<file path="config.mk">
export PLATFORM = sky130hd
export DESIGN_NAME = host_regbank_seg
export DESIGN_NICKNAME = d
export VERILOG_FILES = /design/src/rtl/host_regbank_seg_pkg.sv /design/src/rtl/host_regbank_seg_seg_scan.sv /design/src/rtl/host_regbank_seg.sv
export SDC_FILE = /design/constraint.sdc
export NUM_CORES = 1
export LEC_CHECK = 0
export BUFFER_PORTS_ARGS = -buffer_cell sky130_fd_sc_hd__buf_2
export CORE_ASPECT_RATIO = 0.7
export CORE_MARGIN = 5
export CORE_UTILIZATION = 55
export DETAILED_ROUTE_END_ITERATION = 10
export PLACE_DENSITY_LB_ADDON = 0.2
export SYNTH_ARGS = -nofsm -noshare
export SYNTH_HDL_FRONTEND = slang
export SYNTH_SLANG_ARGS = --single-unit
</file>
<file path="constraint.sdc">
create_clock -name clk -period 6.94 [get_ports clk]
set_input_delay 0.694 -clock clk [delete_from_list [all_inputs] [get_ports clk]]
set_output_delay 0.694 -clock clk [all_outputs]
set_load 0.01 [all_outputs]
</file>
<file path="src/rtl/host_regbank_seg_pkg.sv">
// ---------------------------------------------------------------------------
// host_regbank_seg_pkg
//   Shared constants for the host register bank slice:
//   - host byte addresses of the command/status/result registers
//   - bit positions inside the STATUS word
//   - hex nibble to 7-segment (a..g) encoder
// ---------------------------------------------------------------------------
package host_regbank_seg_pkg;

    // Host byte addresses (HOST_ADD[19:0]); constant regs live at 0x00000 + 4*i
    localparam logic [19:0] ADDR_CMD     = 20'h01000;
    localparam logic [19:0] ADDR_STATUS  = 20'h01002;
    localparam logic [19:0] ADDR_DOUT_LO = 20'h01004;
    localparam logic [19:0] ADDR_DOUT_HI = 20'h01006;

    // STATUS word layout
    localparam int ST_VALID   = 0;
    localparam int ST_OVERRUN = 1;
    localparam int ST_BUSY    = 2;

    // Hex digit to segments, returned as {a,b,c,d,e,f,g}
    function automatic logic [6:0] hex7seg(input logic [3:0] nib);
        logic [6:0] s;
        case (nib)
            4'h0: s = 7'b1111110;
            4'h1: s = 7'b0110000;
            4'h2: s = 7'b1101101;
            4'h3: s = 7'b1111001;
            4'h4: s = 7'b0110011;
            4'h5: s = 7'b1011011;
            4'h6: s = 7'b1011111;
            4'h7: s = 7'b1110000;
            4'h8: s = 7'b1111111;
            4'h9: s = 7'b1111011;
            4'hA: s = 7'b1110111;
            4'hB: s = 7'b0011111;
            4'hC: s = 7'b1001110;
            4'hD: s = 7'b0111101;
            4'hE: s = 7'b1001111;
            default: s = 7'b1000111;
        endcase
        return s;
    endfunction

endpackage

</file>
<file path="src/rtl/host_regbank_seg_seg_scan.sv">
// ---------------------------------------------------------------------------
// host_regbank_seg_seg_scan
//   Multiplexed hex 7-segment scanner. A free-running divider produces a
//   tick every SCAN_DIV clocks; on each tick the current digit index is
//   shown (its nibble decoded, its common line pulled low) and the index
//   advances. Outputs keep their reset values until the first tick.
// Ports
//   clk         in   system clock
//   nRESET      in   async active-low reset
//   din_i       in   4*NUM_DIGITS  nibbles to display, digit k = din_i[4k+3:4k]
//   seg_com_o   out  NUM_DIGITS    active-low one-hot digit enable
//   seg_data_o  out  8             {a,b,c,d,e,f,g,dp}, active high, dp = 0
// ---------------------------------------------------------------------------
module host_regbank_seg_seg_scan
    import host_regbank_seg_pkg::*;
#(
    parameter int NUM_DIGITS = 6,
    parameter int SCAN_DIV   = 25000
) (
    input  logic                      clk,
    input  logic                      nRESET,
    input  logic [4*NUM_DIGITS-1:0]   din_i,
    output logic [NUM_DIGITS-1:0]     seg_com_o,
    output logic [7:0]                seg_data_o
);

    localparam int CNT_W = $clog2(SCAN_DIV);
    localparam int IDX_W = (NUM_DIGITS > 1) ? $clog2(NUM_DIGITS) : 1;

    logic [CNT_W-1:0]      cnt_q, cnt_d;
    logic [IDX_W-1:0]      idx_q, idx_d;
    logic [NUM_DIGITS-1:0] com_q, com_d;
    logic [7:0]            data_q, data_d;
    logic                  tick;
    logic [3:0]            nib;

    assign tick = (cnt_q == CNT_W'(SCAN_DIV - 1));

    // Nibble for the current index, selected with constant slices
    always_comb begin
        nib = 4'h0;
        for (int k = 0; k < NUM_DIGITS; k++)
            if (idx_q == IDX_W'(k)) nib = din_i[4*k +: 4];
    end

    always_comb begin
        cnt_d  = tick ? '0 : cnt_q + 1'b1;
        idx_d  = idx_q;
        com_d  = com_q;
        data_d = data_q;
        if (tick) begin
            idx_d = (idx_q == IDX_W'(NUM_DIGITS - 1)) ? '0 : idx_q + 1'b1;
            // digit 0 drives the leftmost common line (MSB)
            for (int k = 0; k < NUM_DIGITS; k++)
                com_d[k] = (idx_q != IDX_W'(NUM_DIGITS - 1 - k));
            data_d = {hex7seg(nib), 1'b0};
        end
    end

    always_ff @(posedge clk or negedge nRESET) begin
        if (!nRESET) begin
            cnt_q  <= '0;
            idx_q  <= '0;
            com_q  <= '1;
            data_q <= '0;
        end else begin
            cnt_q  <= cnt_d;
            idx_q  <= idx_d;
            com_q  <= com_d;
            data_q <= data_d;
        end
    end

    assign seg_com_o  = com_q;
    assign seg_data_o = data_q;

endmodule

</file>
<file path="src/rtl/host_regbank_seg.sv">
// ---------------------------------------------------------------------------
// host_regbank_seg
//   Host-bus slave between the M1 host bus and the processing core:
//   NUM_REGS 32-bit constant registers, a command register handed to the
//   core with valid/ready, readback of everything plus core result/status,
//   and a multiplexed hex display of the core result.
// Ports
//   clk, nRESET          system clock, async active-low reset
//   HOST_nCS/nWE/nOE     host strobes, active low, asynchronous to clk
//   HOST_ADD [20:0]      host byte address, [19:0] decoded
//   HDI [15:0]           host write data
//   HDO [15:0]           registered host read data
//   const_bus            constant regs, reg i at [32i+31:32i]
//   cmd, cmd_valid       command to core, held stable while valid
//   cmd_ready            core accepts when valid & ready
//   proc_dout, proc_busy core result and busy flag
//   SEG_COM, SEG_DATA    7-segment digit enables (active low) and segments
// ---------------------------------------------------------------------------
module host_regbank_seg
    import host_regbank_seg_pkg::*;
#(
    parameter int NUM_REGS   = 4,
    parameter int NUM_DIGITS = 6,
    parameter int SCAN_DIV   = 25000,
    parameter int CMD_W      = 4
) (
    input  logic                     clk,
    input  logic                     nRESET,
    input  logic                     HOST_nCS,
    input  logic                     HOST_nWE,
    input  logic                     HOST_nOE,
    input  logic [20:0]              HOST_ADD,
    input  logic [15:0]              HDI,
    output logic [15:0]              HDO,
    output logic [NUM_REGS*32-1:0]   const_bus,
    output logic [CMD_W-1:0]         cmd,
    output logic                     cmd_valid,
    input  logic                     cmd_ready,
    input  logic [31:0]              proc_dout,
    input  logic                     proc_busy,
    output logic [NUM_DIGITS-1:0]    SEG_COM,
    output logic [7:0]               SEG_DATA
);

    logic [19:0] addr;
    logic        unused_addr_msb;

    assign addr            = HOST_ADD[19:0];
    assign unused_addr_msb = HOST_ADD[20];

    // ---------------------------------------------------------------
    // Write strobe synchroniser and falling-edge detect.
    // Flops reset to 0 ("strobe already asserted") so a strobe that is
    // still low when reset releases cannot fire; a fresh falling edge
    // is required. [1:0] is the 2-flop sync, [2] is the edge history.
    // ---------------------------------------------------------------
    logic [2:0] wsync_q;
    logic       wr_fire;

    always_ff @(posedge clk or negedge nRESET) begin
        if (!nRESET) wsync_q <= '0;
        else         wsync_q <= {wsync_q[1:0], HOST_nCS | HOST_nWE};
    end

    assign wr_fire = wsync_q[2] & ~wsync_q[1] & HOST_nOE;

    // ---------------------------------------------------------------
    // Address decode
    // ---------------------------------------------------------------
    logic [3:0] reg_idx;
    logic       reg_hit;
    logic       cmd_wr, st_wr;

    assign reg_idx = addr[5:2];
    assign reg_hit = (addr[19:6] == '0) && !addr[0] && (32'(reg_idx) < NUM_REGS);
    assign cmd_wr  = wr_fire && (addr == ADDR_CMD);
    assign st_wr   = wr_fire && (addr == ADDR_STATUS);

    // ---------------------------------------------------------------
    // Constant register bank, 16-bit halves written independently
    // ---------------------------------------------------------------
    for (genvar i = 0; i < NUM_REGS; i++) begin : g_reg
        logic [31:0] val_q;
        always_ff @(posedge clk or negedge nRESET) begin
            if (!nRESET) begin
                val_q <= '0;
            end else if (wr_fire && reg_hit && reg_idx == 4'(i)) begin
                if (addr[1]) val_q[31:16] <= HDI;
                else         val_q[15:0]  <= HDI;
            end
        end
        assign const_bus[32*i +: 32] = val_q;
    end

    // ---------------------------------------------------------------
    // Command handshake. A write while a command is pending and not
    // being accepted is dropped and flagged as overrun (sticky, W1C).
    // A write landing on the accept cycle replaces the command.
    // ---------------------------------------------------------------
    logic [CMD_W-1:0] cmd_q, cmd_d;
    logic             valid_q, valid_d;
    logic             ovr_q, ovr_d;
    logic             accept;

    assign accept = valid_q & cmd_ready;

    always_comb begin
        cmd_d   = cmd_q;
        valid_d = valid_q;
        ovr_d   = ovr_q;
        if (accept) valid_d = 1'b0;
        if (cmd_wr) begin
            if (!valid_q || accept) begin
                cmd_d   = HDI[CMD_W-1:0];
                valid_d = 1'b1;
            end else begin
                ovr_d = 1'b1;
            end
        end
        if (st_wr && HDI[ST_OVERRUN]) ovr_d = 1'b0;
    end

    always_ff @(posedge clk or negedge nRESET) begin
        if (!nRESET) begin
            cmd_q   <= '0;
            valid_q <= 1'b0;
            ovr_q   <= 1'b0;
        end else begin
            cmd_q   <= cmd_d;
            valid_q <= valid_d;
            ovr_q   <= ovr_d;
        end
    end

    assign cmd       = cmd_q;
    assign cmd_valid = valid_q;

    // ---------------------------------------------------------------
    // Read mux and registered read data (updates every clk while the
    // host holds nCS and nOE low, holds otherwise)
    // ---------------------------------------------------------------
    logic [15:0] status;
    logic [15:0] hdo_q, hdo_d;

    always_comb begin
        status              = '0;
        status[ST_VALID]    = valid_q;
        status[ST_OVERRUN]  = ovr_q;
        status[ST_BUSY]     = proc_busy;
    end

    always_comb begin
        hdo_d = '0;
        if (reg_hit) begin
            for (int i = 0; i < NUM_REGS; i++)
                if (reg_idx == 4'(i))
                    hdo_d = addr[1] ? const_bus[32*i+16 +: 16] : const_bus[32*i +: 16];
        end else begin
            case (addr)
                ADDR_CMD:     hdo_d = 16'(cmd_q);
                ADDR_STATUS:  hdo_d = status;
                ADDR_DOUT_LO: hdo_d = proc_dout[15:0];
                ADDR_DOUT_HI: hdo_d = proc_dout[31:16];
                default:      hdo_d = '0;
            endcase
        end
    end

    always_ff @(posedge clk or negedge nRESET) begin
        if (!nRESET)                    hdo_q <= '0;
        else if (!HOST_nCS && !HOST_nOE) hdo_q <= hdo_d;
    end

    assign HDO = hdo_q;

    // ---------------------------------------------------------------
    // 7-segment display of the core result
    // ---------------------------------------------------------------
    host_regbank_seg_seg_scan #(
        .NUM_DIGITS (NUM_DIGITS),
        .SCAN_DIV   (SCAN_DIV)
    ) u_seg_scan (
        .clk        (clk),
        .nRESET     (nRESET),
        .din_i      (proc_dout[4*NUM_DIGITS-1:0]),
        .seg_com_o  (SEG_COM),
        .seg_data_o (SEG_DATA)
    );

endmodule

</file>
======== Yosys cells after proc, flatten, opt, wreduce, memory -nomap -nowiden ========
Memories as Yosys holds them, arrays and structs flattened. A register that Yosys moved wholly into a read port is not among the register bits.
Cells that the tools add are included.
word-level totals
  register bits ........................... 177
  bits in latches ......................... 0
  memory bits (writable) .................. 0
  ROM bits ................................ 112
  bits of input ports ..................... 76
  output and inout bits ................... 163
  memories kept ........................... 1
memory list
  name             words  width  read ports  clocked after Yosys merged registers in  wr ports  RTL line                    source
  (no name shown)  16     7      1           1                                        0         host_regbank_seg_pkg.sv:24  case (nib)
cells by class
  add/subtract/negate cells ............... 2
  multipliers ............................. 0
  div/mod/pow operators ................... 0
  $lt $le $gt $ge ......................... 1
  eq/ne operators ......................... 19
  shifts and indexed selects .............. 0
  multiplexer cells ....................... 24
  bitwise gates (word level) .............. 6
  reduce and logical (&&, ||, !) cells .... 32
operators with widths
  kind                                                                          count
  16-bit two-way mux                                                            9
  20-bit by 13-bit == test with 1-bit output, second input constant             4
  16-bit case mux with 4 select lines                                           1
  4-bit two-way mux                                                             6
  2-bit AND reduction                                                           10
  15-bit by 1-bit adder with 15-bit output, second input constant               1
  15-bit == test, second input constant                                         1
  15-bit two-way mux                                                            1
  14-bit logical NOT                                                            1
  1-bit logical AND                                                             11
  4-bit by 2-bit == test with 1-bit output, second input constant               2
  3-bit by 2-bit == test with 1-bit output, second input constant               2
  3-bit == test, second input constant                                          2
  1-bit two-way mux                                                             6
  3-bit by 2-bit inequality test with 1-bit output, second input constant       2
  3-bit inequality test, second input constant                                  2
  1-bit logical NOT                                                             5
  4-bit by 1-bit == test with 1-bit output, second input constant               1
  4-bit logical NOT                                                             1
  4-bit by 3-bit less-than comparator with 1-bit output, second input constant  1
  3-bit by 1-bit adder with 3-bit output, second input constant                 1
  1-bit bitwise AND                                                             3
  3-bit by 1-bit == test with 1-bit output, second input constant               1
  3-bit logical NOT                                                             1
  other kinds (8)                                                               9

======== Logic depth before layout (Yosys ltp) ========
Gate-level depths: netlist of run 1.
  depth in word-level cells ............... 7
  gate-level depth with buffers ........... 13

======== Hierarchy ========
Synthesis of run 1 repeated with hierarchy kept, for this count alone.
unflattened totals
  cell total of the unflattened synthesis .. 721
  area, all modules ....................... 9559.2 um^2
modules (own cells, without submodules)
  module                     times used  cells an instance  area each (um^2)  seq. area each (um^2)
  host_regbank_seg           1           524                7661.1            3828.7
  host_regbank_seg_seg_scan  1           197                1898.1            783.3

======== Worst setup path before layout of run 1 ========
OpenSTA, ideal clock, no wires.
  kind .................................... input to register
  from .................................... input port HOST_ADD[17]
  to ...................................... register g_reg[2].val_q[22]
  setup time .............................. 0.125 ns
  arrival time ............................ 2.435 ns
  path slack .............................. 4.380 ns
  stages on the path ...................... 8
  buffers on the path ..................... 2
  cell sequence ........................... nor4_1 -> nand4_1 -> or2_1 -> nand2b_4 -> buf_6 -> nor3_4 -> buf_12 -> mux2_4
on the way
  longest elaborated chain between the ends .. 6
RTL lines
  element                          RTL line                source
  from (decl)                      host_regbank_seg.sv:32  input logic [20:0] HOST_ADD,
  14-bit logical NOT               host_regbank_seg.sv:75  assign reg_hit = (addr[19:6] == '0) && !addr[0] && (32'(reg_idx) < NUM_REGS);
  1-bit logical AND (2 in series)  host_regbank_seg.sv:75
  1-bit logical AND (2 in series)  host_regbank_seg.sv:87  end else if (wr_fire && reg_hit && reg_idx == 4'(i)) begin
  2-bit AND reduction (no line)    n/a
  to (signal assigned)             host_regbank_seg.sv:86  val_q <= '0;
  to (signal assigned)             host_regbank_seg.sv:88  if (addr[1]) val_q[31:16] <= HDI;
  to (decl)                        host_regbank_seg.sv:83  logic [31:0] val_q;
No other way between the ends.
A chain may end at the register's enable or synchronous reset.

======== Worst setup path in the final report of run 1 ========
  from .................................... input port HOST_ADD[2]
  to ...................................... register g_reg[1].val_q[31]
on the way
  longest elaborated chain between the ends .. 5
RTL lines
  element                                                RTL line
  4-bit by 3-bit less-than comparator with 1-bit output  host_regbank_seg.sv:75
  1-bit logical AND                                      host_regbank_seg.sv:75
  1-bit logical AND                                      host_regbank_seg.sv:87
  1-bit logical AND (*)                                  host_regbank_seg.sv:87
  2-bit AND reduction (no line) (*)                      n/a
  to (signal assigned)                                   host_regbank_seg.sv:86
  to (signal assigned)                                   host_regbank_seg.sv:88
  to (decl)                                              host_regbank_seg.sv:83
Mark *: on every way between the ends. The rest lies on a longest branch, timed or not.

==> results_dict.tcl, run 1 <==
set metrics [dict create \
    status "complete, no violations" \
    num_rows 39 \
    synth_top_area_share_pct 49.13 \
    slowest_delay_ns 1.09 \
    synth_fa_ha_area_share_pct 1.242 \
    peakVddDrop_mv 0.1486 \
    slowest_stage "nor3_4" \
    reg2reg_slack_ns 3.99 \
    end_kind "register" \
    cts_num_sinks 184 \
    post-route-period-util_pct 48.56 \
    yosysSeqAreaShare_pct 50.87 \
    fp.dieW_microns 163.5 \
    synth-edff-count 0 \
    synthCells 696 \
    hold_ws_ns 0.3480 \
    num_antenna_cells 0 \
    post-cts-setup-buffer-count 0 \
    synth.area.top_cells "dfrtp_1 (49%), mux2_2 (16%), mux2i_1 (4.9%)" \
    yosys.area_share.simple_pct 7.825 \
    cts_resized 0 \
    cts_buffers 17 \
    fin_skew_ns 0.006391 \
    power_density_nw_per_um2 192.3 \
    grt_max_degree 100 \
    grtUsageTotal_pct 25.66 \
    reg2reg_depth 7 \
    num_vias 6558 \
    antenna_found_initial 0 \
    grt_pass1_vias 6570 \
    clock-root-buffer "clkbuf_16" \
    synthFlopType "dfrtp_1" \
    tightest_slew_ns 1.083 \
    hp-class "input pin to async pin" \
    cts_hold_buf 0 \
    period_minus_slack_ns 3.370 \
    core_region_area_sq_um 16250 \
    die_h_microns 117.4 \
    routedWlPerCell_microns 21.38 \
    io_buffers 236 \
    ioPinCount 239 \
    synthArstFlopShare_pct 100.0 \
    hold_viol 0 \
    cp.required_ns 7.25 \
    crit_chain "buf_2, nand2_1, nor3_4, mux2_2" \
    grt_setup_unrepaired "false" \
    syn_avg_cell_area_sq_um 13.03 \
    clockBufferDepth 2 \
    critPathLaunchType "input pin" \
    synth_compound_gate_area_share_pct 7.218 \
    setup_viol_count_final 0 \
    fin_nets 1001 \
    syn_area_sq_um 9066 \
    drive_above_1_share_pct 49.19 \
    ant_nets 0 \
    synth_top_area_cell "dfrtp_1" \
    vias_per_cell 5.683 \
    r2r_start "u_seg_scan.idx_q[0]" \
    synthesis.nets 781 \
    dpl.hpwl_mm 17.43 \
    synth_cell_type_count 55 \
    muxShareOfSynthArea_pct 28.42 \
    globalplace.congestion 0.8998 \
    route.detailed.drc 0 \
    dr.pass1.iters 5 \
    first_iter_violations 511 \
    critPathKind "input pin to register" \
    start_util_pct 55.79 \
    h-tree-depth 4 \
    grt-ovfl-total 0 \
    yosys_register_bits 184 \
    leakage_nw 5.648 \
    tns_ns 0 \
    path_clk_slew_ns 0.07 \
    slew_headroom_pct 27.56 \
    critPathMaxFanout 28 \
    grt_pass1_wl_mm 38.28 \
    synthXorXnorAreaFrac_pct 1.352 \
    yosys_warnings 0 \
    area_delta_synth_final_pct 20.12 \
    maxCapViolCount 0 \
    synth_top_family_by_area "multiplexers" \
    worstReg2RegEnd "u_seg_scan.seg_data_o[3]" \
    drt_wl_total_mm 24.67 \
    cp.arrival_ns 3.68 \
    tritoncts "yes" \
    max_freq_mhz 296.7 \
    clk_latency_ns 0.43 \
    dieArea_sq_um 19190 \
    slew_viol_final 0 \
]
[sequential cells by signal, summed over array words and instances, names as in the netlist]
name / cells
u_seg_scan.cnt_q: 15
wsync_q: 3
cmd_valid: 1
u_seg_scan.seg_data_o: 7
u_seg_scan.seg_com_o: 6
u_seg_scan.idx_q: 3
ovr_q: 1
HDO: 16
g.val_q: 128
cmd: 4
[critical path, delay by kind of cell]
family	cells	cell delay, ns
muxes	1	0.43
buffers and inverters	1	0.64
and+or+nand+nor	2	1.91
[cell type report]
class / instances / area [sq um]
inverter: 9 / 33.78
timing repair buffer: 242 / 1235
multi-input combinational: 462 / 4194
clock inverter: 10 / 70.07
fill: 1300 / 5359
sequential: 184 / 4612
tap: 225 / 281.5
clock buffer: 22 / 464.2
[metrics by stage]
stage	std cells	util [%]	power (mW)	worst slack, ns	area (sq um)
global placement	1122	63.73	1.214	3.213	10360
finish	1154	67.02	2.094	3.570	10890
CTS	1154	67.02	2.108	3.573	10890
detailed placement	1122	63.73	1.215	3.110	10360
global route	1154	67.02	2.163	3.513	10890
floorplan	696	-	1.147	4.380	9066
[worst max-delay path by stage]
stage | startpoint | endpoint | slack (ns)
after CTS | HOST_ADD[2] | g_reg[1].val_q[31] | 3.57
final | HOST_ADD[2] | g_reg[1].val_q[31] | 3.57
after detailed placement | HOST_ADD[2] | g_reg[1].val_q[31] | 3.11
after global routing | HOST_ADD[2] | g_reg[1].val_q[31] | 3.51
after floorplan | HOST_ADD[17] | g_reg[2].val_q[22] | 4.38
after global placement | HOST_ADD[2] | g_reg[1].val_q[8] | 3.21
[Yosys cell counts, types with 2 or more instances]
master	number
inv_1	9
mux2i_1	44
and3_1	2
a31oi_1	10
mux2_2	125
nor4_1	5
o22ai_1	18
nor2_1	26
nand2_1	40
buf_12	2
nor3b_2	2
nor3_1	5
a21oi_1	24
xor2_1	7
nor4_2	2
clkbuf_1	14
nor3_4	7
dfstp_2	6
nor2b_1	4
nand2b_1	4
buf_6	3
nand3b_1	2
dfrtp_1	178
mux2_4	20
and2_1	3
buf_1	6
buf_4	5
ha_1	9
mux4_2	19
nand3_1	13
xnor2_1	7
a2bb2oi_1	15
buf_2	11
or2_2	2
o21ai_0	27
[cells in the final DEF, fill, tap and decap left out, types with 2 or more instances in the layout]
| master | n |
|---|---|
| buf_2 | 234 |
| dfrtp_1 | 178 |
| mux2_2 | 125 |
| mux2i_1 | 44 |
| nand2_1 | 40 |
| o21ai_0 | 27 |
| nor2_1 | 26 |
| a21oi_1 | 24 |
| mux2_4 | 20 |
| mux4_2 | 19 |
| o22ai_1 | 18 |
| clkbuf_16 | 17 |
| a2bb2oi_1 | 15 |
| nand3_1 | 13 |
| a31oi_1 | 10 |
| inv_1 | 9 |
| ha_1 | 9 |
| nor3_4 | 8 |
| xnor2_1 | 7 |
| xor2_1 | 7 |
| buf_4 | 7 |
| dfstp_2 | 6 |
| nor4_1 | 5 |
| nor3_1 | 5 |
| nand2b_1 | 4 |
| nor2b_1 | 4 |
| clkinv_2 | 4 |
| and2_1 | 3 |
| clkbuf_1 | 3 |
| inv_6 | 3 |
| and3_1 | 2 |
| nand3b_1 | 2 |
| or2_2 | 2 |
| nor3b_2 | 2 |
| clkinvlp_4 | 2 |
| clkbuf_8 | 2 |
[cells by family (layout without fill, tap and decap cells)]
| kind of cell | count (synthesis) | after routing |
|---|---|---|
| mux | 208 | 208 |
| flops | 184 | 184 |
| simple gates | 125 | 125 |
| compound gates | 105 | 105 |
| buf+inv | 50 | 283 |
| xor+xnor | 14 | 14 |
| fa+ha+maj | 9 | 9 |
| other cells | 1 | 1 |
[power breakdown]
part / total (mW) / leakage, nW / switching, mW / internal [mW]
sequential: 1.08 / 2.50 / 0.000946 / 1.07
combinational: 0.119 / 2.89 / 0.0784 / 0.0410
clock: 0.900 / 0.261 / 0.420 / 0.479
total: 2.09 / 5.65 / 0.500 / 1.59
[layer usage]
| metal | track usage, % | share of wire, % | up-vias |
|---|---|---|---|
| met2 | 38.73 | 46 | 211 |
| met1 | 37.44 | 46 | 3329 |
| met3 | 7.433 | 7.7 | 18 |
| met4 | 5.081 | 0.87 | 0 |
| li1 | - | - | 3000 |
| met5 | 0 | 0 | - |
(Power assumes the default switching activity.)
==> run 2, diff against run 1 <==
--- a/config.mk
+++ b/config.mk
@@ -8,7 +8,7 @@
 export BUFFER_PORTS_ARGS = -buffer_cell sky130_fd_sc_hd__buf_2
 export CORE_ASPECT_RATIO = 0.7
 export CORE_MARGIN = 5
-export CORE_UTILIZATION = 55
+export CORE_UTILIZATION = 53
 export DETAILED_ROUTE_END_ITERATION = 10
 export PLACE_DENSITY_LB_ADDON = 0.2
 export SYNTH_ARGS = -nofsm -noshare
==> constraint.sdc (replaced) <==
create_clock -name clk -period 3.2 [get_ports clk]
set_input_delay 0.32 -clock clk [delete_from_list [all_inputs] [get_ports clk]]
set_output_delay 0.32 -clock clk [all_outputs]
set_load 0.01 [all_outputs]
==> run 2 against run 1 <==
Count of clock-buffer cells in the layout down 2; critical path depth rose by 6; wire length rose by 1.6%; combinational power increased by 130%; flip-flop and latch count stayed put; first-iteration DRC count fell by 3.7%; total power rose by 120%; worst setup slack got worse by 3.0 ns; sequential share of layout area is 0.92 points lower; non-clock buffer count grew 21; global-route usage decreased by 0.56 points; critical path type is now register to register.
==> results_dict.tcl, run 2 (synthesized netlist as in run 1, its figures left out) <==
set metrics [dict create \
    status "complete, no violations" \
    cts_num_sinks 184 \
    tightest_slew_ns 0.5745 \
    hold-path-cell-count 2 \
    peakVddDrop_mv 0.3291 \
    tns_ns 0 \
    grtUsageTotal_pct 25.10 \
    area_delta_synth_final_pct 22.80 \
    num_antenna_cells 0 \
    grt_setup_unrepaired "false" \
    wl_met1_mm 11.66 \
    slew_headroom_pct 61.35 \
    core_region_area_sq_um 16970 \
    finalPower_mw 4.669 \
    setup_ws_ns 0.5612 \
    power_density_nw_per_um2 419.4 \
    reg2reg_slack_ns 0.56 \
    multi_input_area_sq_um 4194 \
    first_iter_violations 492 \
    clock-root-buffer "clkbuf_16" \
    io_buffers 236 \
    clk_latency_ns 0.43 \
    final_common_cell "buf_2" \
    final_cell_mix "buf_2 (234), dfrtp_1 (178), mux2_2 (125), mux2i_1 (44), nand2_1 (40)" \
    nFillCells 1378 \
    route.detailed.drc 0 \
    ioPinCount 239 \
    met3_length_mm 1.654 \
    clockBufferDepth 2 \
    antenna_found_initial 0 \
    hp-start "HOST_nWE" \
    max_freq_mhz 379.0 \
    vias_per_cell 5.636 \
    tritoncts "yes" \
    cp.required_ns 3.55 \
    dp_slack_ns 0.5899 \
    post-route-period-util_pct 82.46 \
    largest_reg_flops 128 \
    dr.pass1.iters 5 \
    worstReg2RegEnd "u_seg_scan.seg_data_o[4]" \
    fin_skew_ns 0.01163 \
    grt_pass1_wl_mm 38.79 \
    grt-ovfl-total 0 \
    cts_resized 0 \
    top_layer_used "met4" \
    globalplace.congestion 0.8360 \
    period_minus_slack_ns 2.639 \
    final_cell_area_sq_um 11130 \
    end_kind "register" \
    dr_wl_met2_mm 11.45 \
    slew_viol_final 0 \
    reg2reg_depth 10 \
    drt_wl_total_mm 25.06 \
    cts_buffers 17 \
    setup_viol_count_final 0 \
    ant_nets 0 \
    num_vias 6656 \
    dpl.hpwl_mm 18.17 \
    ff_latch_area_sq_um 4612 \
    start_util_pct 53.44 \
    holdPathEnd "wsync_q[0]" \
    dieArea_sq_um 19860 \
    r2r_start "u_seg_scan.idx_q[0]" \
    place_area_sq_um 10540 \
    critPathMaxFanout 9 \
    fp.dieW_microns 166.3 \
    grt_pass1_vias 6709 \
    h-tree-depth 4 \
    hp-class "input pin to register" \
    path_clk_slew_ns 0.07 \
    critPathKind "register to register" \
    routedWlPerCell_microns 21.22 \
    cp.arrival_ns 2.99 \
    drive_above_1_share_pct 50.53 \
    hold_viol 0 \
    max_flop_register "g.val_q" \
    fin_nets 1022 \
    die_h_microns 119.4 \
    critPathLaunchType "register" \
    num_rows 40 \
    maxCapViolCount 0 \
    grt_max_degree 73 \
    leakage_nw 5.795 \
]
## run 2: cell types whose count changed in the layout (fill, tap and decap cells not counted), sizes merged
cell and delta:
buf +19, bufinv +1, clkbuf -1, clkinvlp -2, clkinv +3, dlygate4sd3 +1
## run 2: layer usage
layer | global-route usage, % | vias up
met4 | 5.314 | 0
met1 | 36.34 | 3394
met5 | 0 | -
li1 | - | 3046
met3 | 7.133 | 20
met2 | 38.15 | 196
## run 2: worst max path at each step
stage | start | endpoint | slack (ns) | depth (start not counted)
after floorplan | u_seg_scan.idx_q[0] | u_seg_scan.seg_data_o[2] | 0.69 | 12
after global placement | HOST_ADD[17] | g_reg[1].val_q[7] | 0.63 | 8
after detailed placement | HOST_ADD[0] | g_reg[1].val_q[9] | 0.59 | 8
after CTS | u_seg_scan.idx_q[0] | u_seg_scan.seg_data_o[4] | 0.58 | 10
after global routing | u_seg_scan.idx_q[1] | u_seg_scan.seg_data_o[4] | 0.24 | 10
final | u_seg_scan.idx_q[0] | u_seg_scan.seg_data_o[4] | 0.56 | 10
## run 2: metrics by stage
stage / std cells / util [%] / hold WS, ns
final: 1181 / 65.62 / 0.08154
after global routing: 1181 / 65.62 / 0.07005
after global placement: 1148 / 62.13 / 0.3413
after detailed placement: 1148 / 62.13 / 0.3418
after CTS: 1181 / 65.62 / 0.06760
after floorplan: 696 / - / 0.02441
## run 2: layout make-up
cell class / instances / area share, %
multi-input cells: 462 / 37.67
clock buffers: 20 / 4.192
well taps: 231 / 2.596
flip-flops and latches: 184 / 41.42
clock inverters: 12 / 1.034
repair buffers: 263 / 12.78
inverters: 9 / 0.3034
## run 2: worst max-delay path, stage by stage (launching register included)
cell and delay, ns:
dfrtp_1 0.55, inv_1 0.17, nor2_1 0.13, ha_1 0.32
a221oi_1 0.10, o22ai_1 0.38, inv_1 0.19, ha_1 0.28
mux2i_1 0.17, nor3_1 0.07, nor3_1 0.20
## run 2: report_power, final
group	switching, mW	total [mW]	internal (mW)
Clock	0.918	2.06	1.14
Sequential	0.00203	2.33	2.33
Combinational	0.177	0.275	0.0972
## run 2: timing repair
item	CTS	global route
hold endpoints to repair	69	0
setup buffers	0	0
hold buffers	1	0
==> run 3, diff against run 2 <==
--- a/config.mk
+++ b/config.mk
@@ -8,7 +8,7 @@
 export BUFFER_PORTS_ARGS = -buffer_cell sky130_fd_sc_hd__buf_2
 export CORE_ASPECT_RATIO = 0.7
 export CORE_MARGIN = 5
-export CORE_UTILIZATION = 53
+export CORE_UTILIZATION = 48
 export DETAILED_ROUTE_END_ITERATION = 10
 export PLACE_DENSITY_LB_ADDON = 0.2
 export SYNTH_ARGS = -nofsm -noshare
==> constraint.sdc (replaced) <==
create_clock -name clk -period 2.3 [get_ports clk]
set_input_delay 0.23 -clock clk [delete_from_list [all_inputs] [get_ports clk]]
set_output_delay 0.23 -clock clk [all_outputs]
set_load 0.01 [all_outputs]
==> run 3 against run 2 <==
Non-clock buffer count is 33 higher; count of clock-buffer cells in the layout down 2; maximum frequency rose by 22%; first-iteration DRC count is 4.9% lower; hold slack worse by 0.021 ns; wire length up 6.5%; total power is 43% higher; sequential power grew 39%; cell count up 3.7%; flip-flop and latch count is the same; critical path depth is 2 higher; via count up 0.84%; critical path type unchanged.
==> results_dict.tcl, run 3 (synthesized netlist as in run 1, its figures left out) <==
set metrics [dict create \
    critPathKind "register to register" \
    tightest_slew_ns 0.5779 \
    area_delta_synth_final_pct 27.19 \
    max_freq_mhz 463.2 \
    maxCapViolCount 0 \
    num_antenna_cells 0 \
    period_minus_slack_ns 2.159 \
    core_region_area_sq_um 18710 \
    grt_max_degree 60 \
    setup_viol_count_final 0 \
    tns_ns 0 \
    fp.dieW_microns 174.3 \
    die_h_microns 125.0 \
    top_layer_used "met4" \
    power_density_nw_per_um2 577.5 \
    slew_viol_final 0 \
    grt_pass1_vias 6910 \
    dr_wl_met2_mm 11.78 \
    drt_wl_total_mm 26.68 \
    wl_met1_mm 12.55 \
    cts_buffers 17 \
    grt-ovfl-total 0 \
    grtUsageTotal_pct 24.27 \
    critPathMaxFanout 7 \
    final_cell_mix "buf_2 (234), dfrtp_1 (178), mux2_2 (125), buf_4 (51), mux2i_1 (44)" \
    nFillCells 1561 \
    num_vias 6712 \
    vias_per_cell 5.479 \
    finalPower_mw 6.659 \
    critPathLaunchType "register" \
    dr.pass1.iters 5 \
    start_util_pct 48.46 \
    cts_num_sinks 184 \
    dieArea_sq_um 21780 \
    io_buffers 236 \
    hp-class "input pin to register" \
    dpl.hpwl_mm 19.77 \
    path_clk_slew_ns 0.07 \
    route.detailed.drc 0 \
    largest_reg_flops 128 \
    clock-root-buffer "clkbuf_16" \
    cp.arrival_ns 2.47 \
    h-tree-depth 4 \
    routedWlPerCell_microns 21.78 \
    reg2reg_slack_ns 0.14 \
    met3_length_mm 2.072 \
    finish.utilization_pct 61.64 \
    clk_latency_ns 0.44 \
    max_flop_register "g.val_q" \
    status "complete, no violations" \
    end_kind "register" \
    fin_skew_ns 0.02120 \
    leakage_nw 5.973 \
    peakVddDrop_mv 0.3824 \
    hold_viol 0 \
    globalplace.congestion 0.8556 \
    ioPinCount 239 \
    slew_headroom_pct 61.24 \
    post-route-period-util_pct 93.87 \
    hold_ws_ns 0.06064 \
    first_iter_violations 468 \
    antenna_found_initial 0 \
    cp.required_ns 2.61 \
    ant_nets 0 \
    fin_nets 1055 \
    num_rows 42 \
    tritoncts "yes" \
    drive_above_1_share_pct 53.10 \
    clockBufferDepth 2 \
    final_common_cell "buf_2" \
    grt_pass1_wl_mm 40.99 \
]
==> run 3: cell types whose count changed in the layout (fill, tap and decap cells not counted), sizes merged <==
cell      previous run  this run
buf                261       295
clkinv               8         2
clkinvlp             0         4
clkbuf              21        18
inv                 12        15
bufinv               1         2
==> run 3: stage by stage <==
step | worst slack, ns | area (sq um) | cells
CTS | 0.02928 | 11470 | 1218
detailed placement | 0.01430 | 10860 | 1185
floorplan | 0.03130 | 9084 | 696
global route | -0.04227 | 11530 | 1225
finish | 0.1410 | 11530 | 1225
global placement | 0.04163 | 10860 | 1185
==> run 3: critical path: stages (launching register included) <==
cell      delay, ns
dfrtp_1        0.39
inv_2          0.09
nor2_1         0.06
ha_2           0.22
buf_4          0.15
buf_4          0.12
nand2b_1       0.06
a31o_2         0.22
inv_1          0.11
ha_1           0.20
nand2b_1       0.15
a21oi_2        0.16
o21ai_0        0.10
==> run 3: what timing repair did <==
action,4_1_cts,5_1_grt
buffers inserted,0,7
resized for setup,0,6
hold buffers,1,0
endpoints found under the setup margin,0,7
endpoints found under the hold margin,51,0
==> run 3: final timing paths <==
| path | from | end | cells after the start |
|---|---|---|---|
| setup reg to reg | u_seg_scan.idx_q[0] | u_seg_scan.seg_data_o[2] | 12 |
| hold reg to reg | wsync_q[0] | wsync_q[1] | 0 |
| max in group asynchronous | nRESET | u_seg_scan.seg_com_o[0] | 3 |
| hold / removal | HOST_nWE | wsync_q[0] | 2 |
| setup / recovery | u_seg_scan.idx_q[0] | u_seg_scan.seg_data_o[2] | 12 |
| min in group asynchronous | nRESET | g_reg[2].val_q[4] | 2 |
==> run 3: layout make-up <==
| type | instances | area, sq um | area share (%) |
|---|---|---|---|
| timing repair buffer | 296 | 1755 | 15.22 |
| clock buffer | 18 | 439.2 | 3.809 |
| sequential | 184 | 4612 | 40.00 |
| tap | 242 | 302.8 | 2.626 |
| multi-input combinational | 462 | 4227 | 36.65 |
| clock inverter | 14 | 161.4 | 1.400 |
| inverter | 9 | 33.78 | 0.2930 |
==> run 3: layer usage <==
| metal | up-vias | GRT usage (%) |
|---|---|---|
| li1 | 3104 | - |
| met2 | 216 | 35.84 |
| met3 | 18 | 7.121 |
| met1 | 3374 | 35.86 |
| met5 | - | 0 |
| met4 | 0 | 5.119 |
==> run 3: report_power, final <==
group | internal (mW) | total, mW | switching [mW]
combinational | 0.154 | 0.415 | 0.261
clock | 1.66 | 3.00 | 1.34
sequential | 3.24 | 3.24 | 0.00289
